===== src/rtl/mips_imem_loader.sv =====
// rtl/mips_imem_loader.sv - encodes MIPS instruction descriptors and streams them into imem
// Accepts one descriptor per handshake; rejected opcode/funct pairs set a sticky flag instead of writing.

`ifndef OP_OTHER0
`define OP_OTHER0 6'h00
`define OP_J      6'h02
`define OP_BEQ    6'h04
`define OP_BNE    6'h05
`define OP_ADDI   6'h08
`define OP_ANDI   6'h0C
`define OP_ORI    6'h0D
`define OP_XORI   6'h0E
`define OP_LUI    6'h0F
`define OP_LW     6'h23
`define OP_LBU    6'h24
`define OP_SB     6'h28
`define OP_SW     6'h2B
`define OP0_JR    6'h08
`define OP0_ADD   6'h20
`define OP0_SUB   6'h22
`define OP0_AND   6'h24
`define OP0_OR    6'h25
`define OP0_XOR   6'h26
`define OP0_NOR   6'h27
`define OP0_SLT   6'h2A
`define OP0_ADDM  6'h2C
`endif

module mips_imem_loader #(
  parameter logic [31:0] BASE_ADDR = 32'h0040_0000,
  parameter int unsigned DEPTH     = 1024
) (
  input  logic        clock,
  input  logic        reset,
  input  logic        start,
  input  logic        finish,
  input  logic        in_valid,
  output logic        in_ready,
  input  logic [5:0]  opcode,
  input  logic [5:0]  funct,
  input  logic [4:0]  rs,
  input  logic [4:0]  rt,
  input  logic [4:0]  rd,
  input  logic [15:0] imm,
  input  logic [25:0] target,
  output logic        imem_we,
  output logic [31:0] imem_addr,
  output logic [31:0] imem_data,
  output logic [15:0] count,
  output logic        done,
  output logic        bad_instr
);

  typedef enum logic [1:0] {IDLE, LOAD, DONE} state_t;

  localparam logic [15:0] LAST_IDX = 16'(DEPTH - 1);

  state_t      state;
  logic        supported;
  logic [31:0] enc_word;

  // Supported set mirrors mips_decode exactly; anything else would trap there.
  always_comb begin
    supported = 1'b0;
    enc_word  = 32'h0;
    case (opcode)
      `OP_OTHER0: begin
        case (funct)
          `OP0_ADD, `OP0_SUB, `OP0_AND, `OP0_OR, `OP0_NOR,
          `OP0_XOR, `OP0_SLT, `OP0_ADDM: begin
            supported = 1'b1;
            enc_word  = {opcode, rs, rt, rd, 5'b0, funct};
          end
          `OP0_JR: begin
            supported = 1'b1;
            enc_word  = {opcode, rs, 5'b0, 5'b0, 5'b0, funct};
          end
          default: begin
            supported = 1'b0;
            enc_word  = 32'h0;
          end
        endcase
      end
      `OP_ADDI, `OP_ANDI, `OP_ORI, `OP_XORI, `OP_BEQ, `OP_BNE,
      `OP_LW, `OP_LBU, `OP_SW, `OP_SB: begin
        supported = 1'b1;
        enc_word  = {opcode, rs, rt, imm};
      end
      `OP_LUI: begin
        supported = 1'b1;
        enc_word  = {opcode, 5'b0, rt, imm};
      end
      `OP_J: begin
        supported = 1'b1;
        enc_word  = {opcode, target};
      end
      default: begin
        supported = 1'b0;
        enc_word  = 32'h0;
      end
    endcase
  end

  always_ff @(posedge clock or posedge reset) begin
    if (reset) begin
      state     <= IDLE;
      in_ready  <= 1'b0;
      imem_we   <= 1'b0;
      imem_addr <= BASE_ADDR;
      imem_data <= 32'h0;
      count     <= 16'h0;
      done      <= 1'b0;
      bad_instr <= 1'b0;
    end else begin
      imem_we <= 1'b0;
      case (state)
        IDLE, DONE: begin
          if (start) begin
            state     <= LOAD;
            in_ready  <= 1'b1;
            count     <= 16'h0;
            done      <= 1'b0;
            bad_instr <= 1'b0;
          end
        end
        LOAD: begin
          if (start) begin
            // Restart: drop whatever is on the input this cycle.
            count     <= 16'h0;
            done      <= 1'b0;
            bad_instr <= 1'b0;
          end else begin
            if (in_valid) begin
              if (supported) begin
                imem_we   <= 1'b1;
                imem_addr <= BASE_ADDR + {14'h0, count, 2'b00};
                imem_data <= enc_word;
                count     <= count + 16'd1;
                if (count == LAST_IDX) begin
                  state    <= DONE;
                  in_ready <= 1'b0;
                  done     <= 1'b1;
                end
              end else begin
                bad_instr <= 1'b1;
              end
            end
            if (finish) begin
              state    <= DONE;
              in_ready <= 1'b0;
              done     <= 1'b1;
            end
          end
        end
        default: begin
          state    <= IDLE;
          in_ready <= 1'b0;
        end
      endcase
    end
  end

endmodule


===== config.mk =====
export PLATFORM = sky130hd
export DESIGN_NAME = mips_imem_loader
export DESIGN_NICKNAME = d
export VERILOG_FILES = /design/src/rtl/mips_imem_loader.sv
export SDC_FILE = /design/constraint.sdc
export NUM_CORES = 1
export LEC_CHECK = 0
export BUFFER_PORTS_ARGS = -buffer_cell sky130_fd_sc_hd__buf_4
export CELL_PAD_IN_SITES_DETAIL_PLACEMENT = 1
export CELL_PAD_IN_SITES_GLOBAL_PLACEMENT = 1
export CORE_AREA = 4 4 105 126
export CTS_CLUSTER_SIZE = 30
export DETAILED_ROUTE_END_ITERATION = 8
export DIE_AREA = 0 0 109 130
export PLACE_DENSITY = 0.76
export RECOVER_POWER = 50
export SETUP_SLACK_MARGIN = 0.05
export SYNTH_ARGS = -nofsm -noshare
export SYNTH_HDL_FRONTEND = slang
export SYNTH_SLANG_ARGS = --single-unit
export TNS_END_PERCENT = 100

===== constraint.sdc =====
create_clock -name clock -period 4.73 [get_ports clock]
set_input_delay 0.7095 -clock clock [delete_from_list [all_inputs] [get_ports clock]]
set_output_delay 0.7095 -clock clock [all_outputs]
set_load 0.01 [all_outputs]

---- Word level (Yosys, flattened, before mapping) ----
Cells that the tools add are included.
Widths: inputs -> output; s select.
operators by class
  add/subtract/negate cells ............... 2
  eq/ne operators ......................... 35
  multiplexer cells ....................... 38
  bitwise operators ....................... 1
  reductions and logical operators ........ 13
operators by type and width
  cell                    number
  $pmux 32 s4             1
  $eq 6x6->1 const B      12
  $mux 16                 4
  $pmux 32 s2             1
  $eq 6x4->1 const B      6
  $pmux 16 s2             1
  $add 23x18->24 const A  1
  $mux 1                  20
  $ne 3x3->1 const B      6
  $add 16x1->16 const B   1
  $eq 16x10->1 const B    1
  $eq 6x3->1 const B      2
  $mux 2                  6
  $ne 4x4->1 const B      3
  $reduce_and 4->1        3
  $reduce_or 12->1        1
  $reduce_and 5->1        2
  $reduce_or 10->1        1
  $reduce_or 9->1         1
  $pmux 1 s2              4
  $reduce_or 8->1         1
  $eq 6x2->1 const B      1
  $logic_not 6->1         1
  $ne 2x2->1 const B      2
  other kinds (7)         7
storage, ports and cells
  register bits ........................... 86
  input port bits ......................... 74
  output and inout bits ................... 84
  logic and storage cells ................. 97

---- Longest topological paths before layout ----
  depth after elaboration ................. 9
  mapped depth ............................ 9
  gate-level depth less buffers ........... 8

---- Worst setup path after synthesis ----
OpenSTA, ideal clock, no wires.
  path kind ............................... in2reg
  start point ............................. input port funct[1]
  end point ............................... register count[12]
  library setup time ...................... 0.120 ns
  arrival time ............................ 2.385 ns
  required time ........................... 4.610 ns
  path slack .............................. 2.224 ns
  cell stages on the path ................. 7
  buffers on the path ..................... 0
  path through ............................ or2_1 -> nor4b_2 -> o31ai_1 -> a211o_1 -> a211oi_2 -> a31oi_1 -> a41o_1
on the way
  cells in the longest elaborated chain, start to end .. 6
  elaborated cells on any way between the ends .. 14
  classes of those cells .................. 10 x eq/ne; 2 x mux; 2 x reduce/logical
RTL lines
  element                                   line  RTL
  start: declaration                        40    input logic [5:0] funct,
  $eq 6x4->1 or $eq 6x6->1 (tied branches)  68    case (funct)
  $reduce_or 9->1 (no line) *               --
  $mux 1 *                                  68
  $pmux 1 s2 *                              66    case (opcode)
  $ne 3x3->1 (no line) *                    --
  $reduce_and 4->1 (no line) *              --
  end signal: assignment                    138   count <= count + 16'd1;
  end: declaration                          49    output logic [15:0] count,
Every way passes the cells marked *; elsewhere a longest branch is shown, timed or not.
A chain may end at the register's enable or synchronous reset.

---- Worst setup path after layout ----
  start point ............................. input port opcode[2]
  end point ............................... register imem_addr[17]
on the way
  cells in the longest elaborated chain, start to end .. 4
  elaborated cells on any way between the ends .. 16
  classes of those cells .................. 12 x eq/ne; 1 x mux; 3 x reduce/logical
RTL lines
  element                             line  RTL
  start: declaration                  39    input logic [5:0] opcode,
  $eq 6x2->1 (tied with other cells)  66
  $reduce_or 12->1 (no line)          --
  $pmux 1 s2 *                        66
  $reduce_and 4->1 (no line) *        --
  end signal: assignment              136   imem_addr <= BASE_ADDR + {14'h0, count, 2'b00};
  end: declaration                    47    output logic [31:0] imem_addr,
Marked as above.

==> impl_metrics.yaml <==
run_status:
  outcome: "finished with violations"
  failed_checks: "capacitance limit, slew limit"
synthesis:
  synthArstFlopShare: 1.000
  syn_inst: 360
  yosys.area.top_type_share: 0.4950
  synth_ff_type: "dfrtp_1"
  synth_commonest_cells: "dfrtp_1 (70), nand2_1 (56), nor2_1 (33)"
  ys_ff_latch: 70
  synth.avg_cell_area_um2: 9.829
  ys_warn_count: 0
  yosys.cell_count.top_type: "dfrtp_1"
  netlist_top_cells_area: "dfrtp_1 (50%), nand2_1 (5.9%), a22oi_1 (5.1%), mux2_2 (4.5%), o21ai_0 (3.8%)"
  synth_edf_count: 0
  yosysTopAreaCell: "dfrtp_1"
  ys_seq_area_frac: 0.4950
  syn_area_um2: 3538
  synth.distinct_cells: 50
timing:
  period_share: 0.6805
  period_needed_ns: 3.219
  tns_ns: 0
  maxSlewViolCount: 71
  fmax_mhz: 310.7
  skew_ns: 0.008389
  setup_violations: 0
  hold_viol: 0
  max_slew_margin: -0.1923
  grt_setup_unrepaired: "no"
  tightest_slew_ns: 1.788
floorplan:
  io_pins: 158
  start_util: 0.2935
  die_area_um2: 14170
  coreArea_um2: 12060
  dieWidth_um: 109
  std_cell_rows: 44
  die_height_um: 130
detailed_routing:
  via_count: 3277
  ant_nets: 0
  drt_wl_total_mm: 11.52
  routed_via_density: 4.943
  post_drt_wl_per_cell_um: 17.38
  drt_iter0_markers: 150
  drc: 0
  firstDrtPassIters: 4
cells_and_area:
  area_delta_synth_final_pct: 37.45
  drive_gt1_frac: 0.2968
  utilization: 0.4034
  nNetsFinal: 574
  stdcell_area_um2: 4863
  antenna_cells: 0
clocking:
  postCtsHoldBufs: 0
  clk_path_buf_depth: 2
  cts_resized: 0
  cts_buffers: 9
  clock-sinks: 70
  clkTransAtPathRegs_ns: 0.06
  tritoncts: "yes"
  h-tree-depth: 3
  cts_setup_buffers: 0
  root_buffer: "clkbuf_16"
  clock_latency_ns: 0.33
worst_setup_path:
  worst-path-buf-inv: 2
  critPathRequiredTime_ns: 4.94
  critPathArrivalTime_ns: 3.43
  path_cells: "buf_4 > or4b_1 > a21oi_2 > nor3_2 > o211ai_2 > nand3_4 > inv_1 > mux2_2"
  critPathCaptureType: "register"
  path_delay_family: "simple AND/OR/NAND/NOR gates"
  worstSetupPathType: "input port to register"
  slowest_delay_ns: 0.67
  critPathLaunchType: "input port"
  cp_slowest_cell: "inv_1"
  path_max_fanout: 34
power:
  power_density_nw_per_um2: 339.2
  p_leak_nw: 2.268
  vdd_drop_max_v: 0.0001945
grt:
  grt_max_degree: 71
  grt.total_usage: 0.1584
  grt_overflow: 0
  grt_pass1_vias: 3456
  antenna_found_initial: 0
  grt_pass1_wl_mm: 17.59
hold_path:
  hold_path.class: "register to register"
placed_design:
  portBuffers: 141
  placed_area_um2: 4696
  place.gp.congestion: 0.8043
  place_hpwl_mm: 8.693
run:
  maxCapViolCount: 1
==> registers in the layout, indices dropped and copies added, names as in the netlist <==
signal,cells
in_ready,1
imem_addr,16
imem_data,32
imem_we,1
state,2
bad_instr,1
done,1
count,16
==> worst reg2reg max path: stages (launching register included) <==
cell and delay [ns]:
dfrtp_1 0.43, nand2_1 0.15, nand2_1 0.08, nor2_1 0.26, nand3_4 0.39, inv_1 0.68
mux2_2 0.40
==> per-layer routing <==
metal	GRT usage	up-vias	part of all wire
met2	0.2867	130	0.49
met5	0	-	0
li1	-	1534	-
met4	0.04012	0	0.0087
met3	0.04453	7	0.088
met1	0.1829	1606	0.41
==> through the flow <==
step                total power [mW]  hold slack, ns  cells  setup slack, ns
finish                         1.650          0.4679    663            1.511
global route                   1.730          0.5108    663            1.238
CTS                            1.706          0.4749    663            1.481
detailed placement             1.019          0.4622    649            1.129
global placement               1.006          0.4599    649            1.268
floorplan                     0.8414          0.5070    374            2.224
==> layout by cell type (no fill, tap or decap), types with 7 or more instances in the layout <==
cell,synthesis,final
buf_4,16,107
dfrtp_1,70,70
nand2_1,56,56
clkbuf_1,9,34
nor2_1,33,32
o21ai_0,27,27
a22oi_1,24,24
conb_1,2,16
mux2_2,14,14
a21oi_1,11,11
a31oi_1,10,10
clkbuf_16,0,9
inv_1,8,7
and3_1,7,7
xnor2_1,7,7
==> final timing paths <==
check	from	slack, ns	endpoint	cells after the start
max	opcode[2]	1.51	imem_addr[17]$_DFFE_PP0P_	8
min	imem_data[27]$_DFFE_PP0P_	0.47	imem_data[27]$_DFFE_PP0P_	2
max reg2reg	state[0]$_DFFE_PP0P_	2.24	imem_addr[17]$_DFFE_PP0P_	6
min reg2reg	imem_data[27]$_DFFE_PP0P_	0.47	imem_data[27]$_DFFE_PP0P_	2
max in group asynchronous	reset	2.63	imem_addr[15]$_DFFE_PP0P_	3
min in group asynchronous	reset	1.04	imem_we$_DFF_PP0_	3
==> cells by family after synthesis <==
family                     count (synthesis)  share of synthesized area
xor gates and xnor gates                  11                    0.02723
DFF                                       70                     0.4950
other                                      2                   0.002122
buffers and inverters                     37                    0.05764
muxes                                     14                    0.04455
AOI/OAI and AO/OA                         99                     0.2033
adders and majority gates                  1                   0.003536
and+or+nand+nor                          126                     0.1666
==> power by group <==
part,internal (mW),switching [mW],leakage (nW)
registers,0.657,0.0345,0.948
clock network,0.431,0.248,0.140
logic,0.119,0.160,1.18
total,1.21,0.442,2.27
==> cell type report <==
class,count,area [um^2]
Fill cell,1408,7193
Sequential cell,70,1752
Clock inverter,3,45.04
Tap cell,161,201.4
Multi-Input combinational cell,267,1638
Timing Repair Buffer,143,943.4
Clock buffer,11,252.7
Inverter,8,31.28
(Power assumes the default switching activity.)
